File: src/rtl/p2s_if.sv
// -----------------------------------------------------------------------------
// p2s_if : byte handshake between a byte producer and the p2s_ctrl serializer.
//
//   data_in     producer -> ctrl   byte to serialize
//   data_valid  producer -> ctrl   data_in is valid this cycle
//   data_ready  ctrl -> producer   ctrl accepts data_in this cycle
//
// A byte moves on a rising edge where data_valid & data_ready are both high.
// -----------------------------------------------------------------------------
interface p2s_if;
    logic [7:0] data_in;
    logic       data_valid;
    logic       data_ready;

    modport master (
        output data_in,
        output data_valid,
        input  data_ready
    );

    modport slave (
        input  data_in,
        input  data_valid,
        output data_ready
    );
endinterface

File: src/rtl/p2s_ctrl.sv
// -----------------------------------------------------------------------------
// p2s_ctrl : control stage in front of an 8:1 parallel-to-serial bit mux.
//
// A byte accepted on the handshake is held in data_q while a 3-bit select
// (sel) steps through its bits, one per clock. The mux outputs data_q[sel];
// registered strobes frame each serial bit for the downstream consumer.
//
// Parameters
//   MSB_FIRST   0: sel counts 0->7, 1: sel counts 7->0
//   GAP_CYCLES  idle cycles forced between frames (0..15); 0 allows a new
//               byte to be taken on the last bit slot with no bubble
//
// Configuration macro
//   P2S_PARITY_EN  when defined, one extra slot carrying even parity of
//                  data_q follows bit 8 and ports par_bit/par_slot exist
//
// Ports
//   clk         clock, all logic on the rising edge
//   reset       synchronous, active-high reset
//   in_if       byte handshake (slave side): data_in, data_valid, data_ready
//   data_q      held byte, drives the mux data input
//   sel         bit select, drives the mux select
//   bit_valid   mux output (or parity slot) is a valid serial bit
//   first_bit   first slot of a frame
//   last_bit    final slot of a frame
//   par_bit     [P2S_PARITY_EN] even parity of data_q
//   par_slot    [P2S_PARITY_EN] current slot carries par_bit
// -----------------------------------------------------------------------------
module p2s_ctrl #(
    parameter int MSB_FIRST  = 0,
    parameter int GAP_CYCLES = 0
) (
    input  logic       clk,
    input  logic       reset,
    p2s_if.slave       in_if,
    output logic [7:0] data_q,
    output logic [2:0] sel,
    output logic       bit_valid,
    output logic       first_bit,
    output logic       last_bit
`ifdef P2S_PARITY_EN
    ,
    output logic       par_bit,
    output logic       par_slot
`endif
);

    typedef enum logic [1:0] {
        S_IDLE   = 2'd0,
        S_SHIFT  = 2'd1,
        S_PARITY = 2'd2,
        S_GAP    = 2'd3
    } state_e;

`ifdef P2S_PARITY_EN
    localparam bit PARITY_EN = 1'b1;
`else
    localparam bit PARITY_EN = 1'b0;
`endif

    localparam logic [2:0] SEL_START = (MSB_FIRST != 0) ? 3'd7 : 3'd0;
    localparam logic [2:0] SEL_END   = (MSB_FIRST != 0) ? 3'd0 : 3'd7;
    // Adding 7 modulo 8 is a decrement, so one adder serves both directions.
    localparam logic [2:0] SEL_STEP  = (MSB_FIRST != 0) ? 3'd7 : 3'd1;
    localparam bit         GAP_EN    = (GAP_CYCLES > 0);
    localparam logic [3:0] GAP_LAST  = GAP_EN ? 4'(GAP_CYCLES - 1) : 4'd0;
    // A new byte may land on the bit-8 slot only when nothing follows bit 8.
    localparam bit         B2B_EN    = !GAP_EN && !PARITY_EN;

    state_e     state_q, state_d;
    logic [7:0] byte_q, byte_d;
    logic [2:0] sel_q, sel_d;
    logic       bit_valid_q, bit_valid_d;
    logic       first_q, first_d;
    logic       last_q, last_d;
    logic [3:0] gap_cnt_q, gap_cnt_d;
`ifdef P2S_PARITY_EN
    logic       par_slot_q, par_slot_d;
`endif

    logic [2:0] sel_inc;
    logic       at_end;
    logic       ready;
    logic       xfer;

    assign sel_inc = sel_q + SEL_STEP;
    assign at_end  = (sel_q == SEL_END);

    // Ready depends only on state, never on data_valid, so no combinational
    // path exists from valid to ready.
    assign ready = !reset &&
                   ((state_q == S_IDLE) ||
                    (B2B_EN && (state_q == S_SHIFT) && at_end));
    assign xfer  = in_if.data_valid && ready;

    assign in_if.data_ready = ready;

    // NOTE: every signal assigned here gets a default first; a path that
    // leaves one unassigned would infer a latch.
    always_comb begin
        state_d     = state_q;
        byte_d      = byte_q;
        sel_d       = sel_q;
        gap_cnt_d   = gap_cnt_q;
        bit_valid_d = 1'b0;
        first_d     = 1'b0;
        last_d      = 1'b0;
`ifdef P2S_PARITY_EN
        par_slot_d  = 1'b0;
`endif

        unique case (state_q)
            S_IDLE: begin
                if (xfer) begin
                    state_d     = S_SHIFT;
                    byte_d      = in_if.data_in;
                    sel_d       = SEL_START;
                    bit_valid_d = 1'b1;
                    first_d     = 1'b1;
                end
            end

            S_SHIFT: begin
                if (!at_end) begin
                    sel_d       = sel_inc;
                    bit_valid_d = 1'b1;
                    last_d      = !PARITY_EN && (sel_inc == SEL_END);
                end else begin
                    // Frame data done: sel reloads rather than wrapping.
                    sel_d = SEL_START;
`ifdef P2S_PARITY_EN
                    state_d     = S_PARITY;
                    bit_valid_d = 1'b1;
                    last_d      = 1'b1;
                    par_slot_d  = 1'b1;
`else
                    if (GAP_EN) begin
                        state_d   = S_GAP;
                        gap_cnt_d = 4'd0;
                    end else if (xfer) begin
                        byte_d      = in_if.data_in;
                        bit_valid_d = 1'b1;
                        first_d     = 1'b1;
                    end else begin
                        state_d = S_IDLE;
                    end
`endif
                end
            end

            S_PARITY: begin
                if (GAP_EN) begin
                    state_d   = S_GAP;
                    gap_cnt_d = 4'd0;
                end else begin
                    state_d = S_IDLE;
                end
            end

            S_GAP: begin
                if (gap_cnt_q == GAP_LAST) begin
                    state_d = S_IDLE;
                end else begin
                    gap_cnt_d = gap_cnt_q + 4'd1;
                end
            end

            default: state_d = S_IDLE;
        endcase
    end

    // NOTE: sequential state uses non-blocking assignments so every register
    // samples pre-edge values regardless of statement order.
    always_ff @(posedge clk) begin
        if (reset) begin
            state_q     <= S_IDLE;
            byte_q      <= 8'h00;
            sel_q       <= SEL_START;
            gap_cnt_q   <= 4'd0;
            bit_valid_q <= 1'b0;
            first_q     <= 1'b0;
            last_q      <= 1'b0;
`ifdef P2S_PARITY_EN
            par_slot_q  <= 1'b0;
`endif
        end else begin
            state_q     <= state_d;
            byte_q      <= byte_d;
            sel_q       <= sel_d;
            gap_cnt_q   <= gap_cnt_d;
            bit_valid_q <= bit_valid_d;
            first_q     <= first_d;
            last_q      <= last_d;
`ifdef P2S_PARITY_EN
            par_slot_q  <= par_slot_d;
`endif
        end
    end

    assign data_q    = byte_q;
    assign sel       = sel_q;
    assign bit_valid = bit_valid_q;
    assign first_bit = first_q;
    assign last_bit  = last_q;
`ifdef P2S_PARITY_EN
    assign par_bit   = ^byte_q;
    assign par_slot  = par_slot_q;
`endif

endmodule

File: src/flat_wrapper.sv
// flat-port wrapper written by rule: the top's interface ports become plain ports
module p2s_ctrl_flat 
#(
    parameter int MSB_FIRST  = 0,
    parameter int GAP_CYCLES = 0
)
  (clk, reset, data_q, sel, bit_valid, first_bit, last_bit, in_if_data_in, in_if_data_valid, in_if_data_ready);
  p2s_if in_if_i ();
  input  logic clk;
  input  logic reset;
  output logic [7:0] data_q;
  output logic [2:0] sel;
  output logic bit_valid;
  output logic first_bit;
  output logic last_bit;
  input wire logic [$bits(in_if_i.data_in)-1:0] in_if_data_in;
  input wire logic [$bits(in_if_i.data_valid)-1:0] in_if_data_valid;
  output wire logic [$bits(in_if_i.data_ready)-1:0] in_if_data_ready;
  assign in_if_i.data_in = in_if_data_in;
  assign in_if_i.data_valid = in_if_data_valid;
  assign in_if_data_ready = in_if_i.data_ready;
  p2s_ctrl #(.MSB_FIRST(MSB_FIRST), .GAP_CYCLES(GAP_CYCLES)) u_core (.clk(clk), .reset(reset), .in_if(in_if_i), .data_q(data_q), .sel(sel), .bit_valid(bit_valid), .first_bit(first_bit), .last_bit(last_bit));
endmodule
File: config.mk
export PLATFORM = sky130hd
export DESIGN_NAME = p2s_ctrl_flat
export DESIGN_NICKNAME = d
export VERILOG_FILES = /design/src/rtl/p2s_if.sv /design/src/rtl/p2s_ctrl.sv /design/src/flat_wrapper.sv
export SDC_FILE = /design/constraint.sdc
export NUM_CORES = 1
export LEC_CHECK = 0
export CAP_MARGIN = 20
export CELL_PAD_IN_SITES_DETAIL_PLACEMENT = 0
export CELL_PAD_IN_SITES_GLOBAL_PLACEMENT = 1
export CORE_ASPECT_RATIO = 1.4
export CORE_MARGIN = 3
export CORE_UTILIZATION = 30
export DETAILED_ROUTE_END_ITERATION = 8
export GPL_TIMING_DRIVEN = 0
export PLACE_DENSITY = 0.78
export SLEW_MARGIN = 20
export SYNTH_ARGS = -nofsm -noshare
export SYNTH_HDL_FRONTEND = slang
export SYNTH_SLANG_ARGS = --single-unit
File: constraint.sdc
create_clock -name clk -period 1.6 [get_ports clk]
set_input_delay 0.16 -clock clk [delete_from_list [all_inputs] [get_ports clk]]
set_output_delay 0.16 -clock clk [all_outputs]
set_load 0.02 [all_outputs]
[Yosys cells after proc, flatten, opt, wreduce, memory -nomap -nowiden]
Cells that the tools add are included.
Cells by class
  $add $sub $neg: 2
  reductions and logical operators: 13
  eq/ne operators: 9
  bitwise gates (word level): 2
  multiplexer cells: 16
Operators with widths (count)
  8-bit 2-to-1 mux: 2
  8-bit case mux with 2 select lines: 1
  2-bit 2-to-1 mux: 4
  2-bit case mux with 4 select lines: 1
  3-bit == test (second input constant): 2
  3-bit 2-to-1 mux: 2
  2-bit by 1-bit != test with 1-bit output (second input constant): 3
  3-bit case mux with 2 select lines: 1
  2-bit AND reduction: 3
  4-bit by 1-bit adder with 4-bit output (second input constant): 1
  2-bit == test (second input constant): 2
  4-bit zero test: 1
  1-bit case mux with 2 select lines: 2
  4-bit AND reduction: 1
  3-bit by 1-bit adder with 3-bit output (second input constant): 1
  1-bit logical AND: 3
  1-bit 2-to-1 mux: 3
  3-bit OR reduction: 1
  2-bit by 1-bit == test with 1-bit output (second input constant): 1
  2-bit zero test: 1
  2-bit != test (second input constant): 1
  1-bit NOT: 2
  2-bit nonzero test: 1
  1-bit zero test: 1
  1-bit logical OR: 1
Storage, ports and cells
  register bits after elaboration: 20
  output and inout port bits: 15
  logic and storage cells: 49
  bits of input ports: 11

[Longest topological paths before layout]
  depth in word-level cells: 8
  depth in mapped cells: 6
  mapped depth without buffers: 5

[Worst setup path after synthesis]
OpenSTA, ideal clock, no wires.
  path type: register to register
  from: register u_core.sel_q[1], in the netlist u_core.sel[1]
  to: register u_core.first_q, in the netlist u_core.first_bit
  setup slack: 107 ps
  setup time: 60 ps
  cell stages (with the launch flop): 6
  data required time: 1540 ps
  path buffers: 0
  arrival: 1433 ps
  path through: dfxtp_1 > ha_1 > ha_1 > and2b_4 > nor2_1 > and2_1
Between the ends
  longest elaborated chain between the ends: 8
Ends and longest elaborated chain
  start, declared: RTL line p2s_ctrl.sv:72  | logic [2:0] sel_q, sel_d;
  start signal, assigned: RTL line p2s_ctrl.sv:189  | sel_q <= sel_d;
  3-bit == test *: RTL line p2s_ctrl.sv:87  | assign at_end = (sel_q == SEL_END);
  1-bit logical AND *: RTL line p2s_ctrl.sv:93  | (B2B_EN && (state_q == S_SHIFT) && at_end));
  1-bit logical OR *: RTL line p2s_ctrl.sv:92  | ((state_q == S_IDLE) ||
  1-bit logical AND *: RTL line p2s_ctrl.sv:91  | assign ready = !reset &&
  named net in_if_data_ready: RTL line flat_wrapper.sv:18  | output wire logic [$bits(in_if_i.data_ready)-1:0] in_if_data_ready;
  1-bit logical AND *: RTL line p2s_ctrl.sv:94  | assign xfer = in_if.data_valid && ready;
  1-bit 2-to-1 mux *: RTL line p2s_ctrl.sv:114, p2s_ctrl.sv:140
  1-bit 2-to-1 mux: RTL line p2s_ctrl.sv:124  | if (!at_end) begin
  1-bit case mux with 2 select lines *: RTL line p2s_ctrl.sv:112  | unique case (state_q)
  end signal, assigned: RTL line p2s_ctrl.sv:192  | first_q <= first_d;
  end, declared: RTL line p2s_ctrl.sv:74  | logic first_q, first_d;
Mark *: on every way through the listed nets, which the timed path passes. The rest lies on a longest branch.
A chain may end at the register's enable or synchronous reset.

[Final worst setup path]
  from: register u_core.sel_q[1], in the netlist u_core.sel[1]
  to: output port in_if_data_ready
Between the ends
  longest elaborated chain between the ends: 4
Ends and longest elaborated chain (RTL line)
  3-bit == test: p2s_ctrl.sv:87
  1-bit logical AND: p2s_ctrl.sv:93
  1-bit logical OR: p2s_ctrl.sv:92
  1-bit logical AND: p2s_ctrl.sv:91
  end, declared: flat_wrapper.sv:18
Every way passes these cells.

==> reports/qor.txt <==
RSZ-0062 raised after global routing -> no
Final ANT Viol Nets -> 0
critical path arrival -> 1.37 ns
syn nets -> 79
setup TNS -> 0 ns
Buffers & Inverters on Critical Path -> 1
DP Wirelength -> 974 um
Starting Density -> 32.1%
CP endpoint kind -> primary output
Area Growth Syn to Fin -> 55.4%
DIE AREA -> 0.00274 mm^2
H-tree levels -> 1
Syn Std Cell Area -> 642 um^2
period utilization -> 95.9%
core area -> 0.00200 mm^2
Vias -> 536
largest net degree at the start of global routing -> 11
Post-Layout Cell Count -> 118
Final WS setup -> 0.0659 ns
Mean Syn Cell Area -> 9.87 um^2
Startpoint Class -> flip-flop
Final min period -> 1.53 ns
Cells after Synth -> 65
Std-Cell Rows -> 19
Sink Count -> 15
Final Hold Fails -> 0
Crit path largest cell delay -> 0.35 ns
Tot Pwr -> 0.784 mW
CTS clock-pin slew for the worst setup and hold paths -> 0.09 ns
Max transition margin -> 70.3%
vias in the first global route -> 542
DP Worst Slack -> -0.287 ns
first-pass GRT wire length -> 2.29 mm
CTS tree -> yes
First-pass DRT Iterations -> 4
clock latency on the worst-skew pair -> 0.28 ns
Routability Congestion -> 0.668
Total Wirelength -> 1.33 mm
port buffer count -> 25
Worst Path Max Fanout -> 2
slowest CP cell -> dfxtp_2
vias per cell -> 4.54
share of cells above drive strength 1 -> 15.5%
XOR/XNOR Fraction of Synth Area -> 0%
IO Pins -> 26
Finish-stage setup viols -> 0
Slew Viols, Final -> 0
Cells after DPL -> 111
drt drc -> 0
TritonCTS buffer count -> 3
initial antenna violation count -> 0
area share of and/or/nand/nor cells after synthesis -> 28.5%
Lkg Pwr -> 0.398 nW
Critical Path RT -> 1.44 ns
critical path, cell by cell -> ha_4 -> ha_2 -> and2b_4 -> nor2_2 -> buf_6
Slew @ Worst Pin -> 0.445 ns
HP Class -> primary input to flip-flop
Root Driver -> clkbuf_4
wire length per cell -> 11.3 um
die height -> 60.7 um
nets -> 112
Setup CP Type -> flip-flop to primary output
status -> complete, no violations
post-cts hold buffer count -> 0
Post-Synth Adder-Cell Area -> 5.85%
ANT cells -> 0
clk buf depth -> 2
Max-Cap Viols -> 0
GRT Overall Usage -> 11.5%
global route total overflow -> 0
Synth Area in Compound Gates -> 2.34%
Syn. warnings -> 0
Top delay family on crit path -> flip-flops
Peak supply drop -> 0.453 mV
Seq/Total Area, Yosys -> 46.8%
FF+latch count, synth -> 15
P per Cell Area -> 786 mW/mm^2
Layout Utilization -> 49.9%
largest family of logic cells by synthesized area -> simple AND/OR/NAND/NOR gates
post-synthesis mux area share -> 12.5%
Die X -> 45.1 um
clk_skew -> 0.0104 ns
count of cell types in the netlist -> 14
f_max -> 652 MHz
initial drt markers -> 3
-- what timing repair did --
| action | in CTS | in global routing |
|---|---|---|
| buffers inserted | 3 | 0 |
| gates resized for setup | 8 | 6 |
| pin swaps | 0 | 1 |
| endpoints found under the setup margin | 1 | 7 |
-- cells in the final DEF, fill, tap and decap left out --
master,n
clkdlybuf4s50_1,24
nand2b_1,16
dfxtp_1,13
mux2i_1,8
nor2_1,7
clkbuf_1,3
nor3b_1,3
a21oi_1,3
clkbuf_4,3
buf_4,3
inv_1,2
dfxtp_2,2
and2b_4,1
nor2_2,1
nor2b_4,1
buf_8,1
nand3_1,1
and2_1,1
ha_1,1
ha_4,1
ha_2,1
buf_6,1
-- sequential cells by signal (all words and copies together) (netlist names) --
signal,cells
u_core.state_q,1
u_core.bit_valid,1
u_core.first_bit,1
u_core.last_bit,1
u_core.sel,3
u_core.data_q,8
-- path summary, 6_finish.rpt --
check | start | to | slack (ns) | cells after the start
hold reg to reg | u_core.data_q[5] | u_core.data_q[5] | 0.48 | 2
setup / recovery | u_core.sel[1] | in_if_data_ready | 0.07 | 5
setup reg to reg | u_core.sel[1] | u_core.data_q[2] | 0.09 | 7
hold / removal | in_if_data_in[4] | u_core.data_q[4] | 0.45 | 3
-- worst min-delay path: stages --
cell and delay [ns]:
clkdlybuf4s50_1 0.39, nand2b_1 0.07, mux2i_1 0.06
-- layer usage --
metal	vias up	global-route usage, %	share of wire [%]
li1	274	-	-
met1	236	13.5	43
met2	22	18.6	47
met3	4	3.26	9.2
met4	0	6.28	1.0
met5	-	0	0
-- synthesized netlist by cell type --
cell type | instances | area [um^2]
dfxtp_1 | 15 | 300
inv_1 | 2 | 7.51
buf_6 | 1 | 11.3
nor3b_1 | 3 | 22.5
nand2b_1 | 16 | 100
and2_1 | 1 | 6.26
and2b_4 | 1 | 10.0
ha_1 | 3 | 37.5
a21oi_1 | 3 | 15.0
nor2b_2 | 1 | 8.76
nor2_1 | 8 | 30.0
mux2i_1 | 8 | 80.1
clkbuf_1 | 2 | 7.51
nand3_1 | 1 | 5.00
-- metrics by stage --
step                hold WS, ns  instance area [um^2]
CTS                       0.447                   970
global route              0.456                   997
detailed placement        0.469                   918
finish                    0.446                   997
global placement          0.459                   918
floorplan                 0.282                   642
-- cell families (layout without fill, tap and decap cells) --
| kind of cell | Yosys count | count (layout) |
|---|---|---|
| buffers and inverters | 5 | 37 |
| AOI/OAI and AO/OA | 3 | 3 |
| and+or+nand+nor | 31 | 31 |
| adders and majority gates | 3 | 3 |
| muxes | 8 | 8 |
| DFF | 15 | 15 |
-- cell type report --
type,count,area [um^2]
Timing Repair Buffer,28,274
Multi-Input combinational cell,45,338
Buffer,3,22.5
Fill cell,203,1000
Clock buffer,4,26.3
Sequential cell,15,303
Tap cell,21,26.3
Inverter,2,7.51
-- where the power goes --
group          switching [mW]  total [mW]  internal [mW]  leakage (nW)
clock network           0.115       0.212         0.0965        0.0150
registers              0.0127       0.407          0.394         0.124
logic                  0.0714       0.166         0.0941         0.259
No activity file was read; power rests on OpenSTA's default activity.
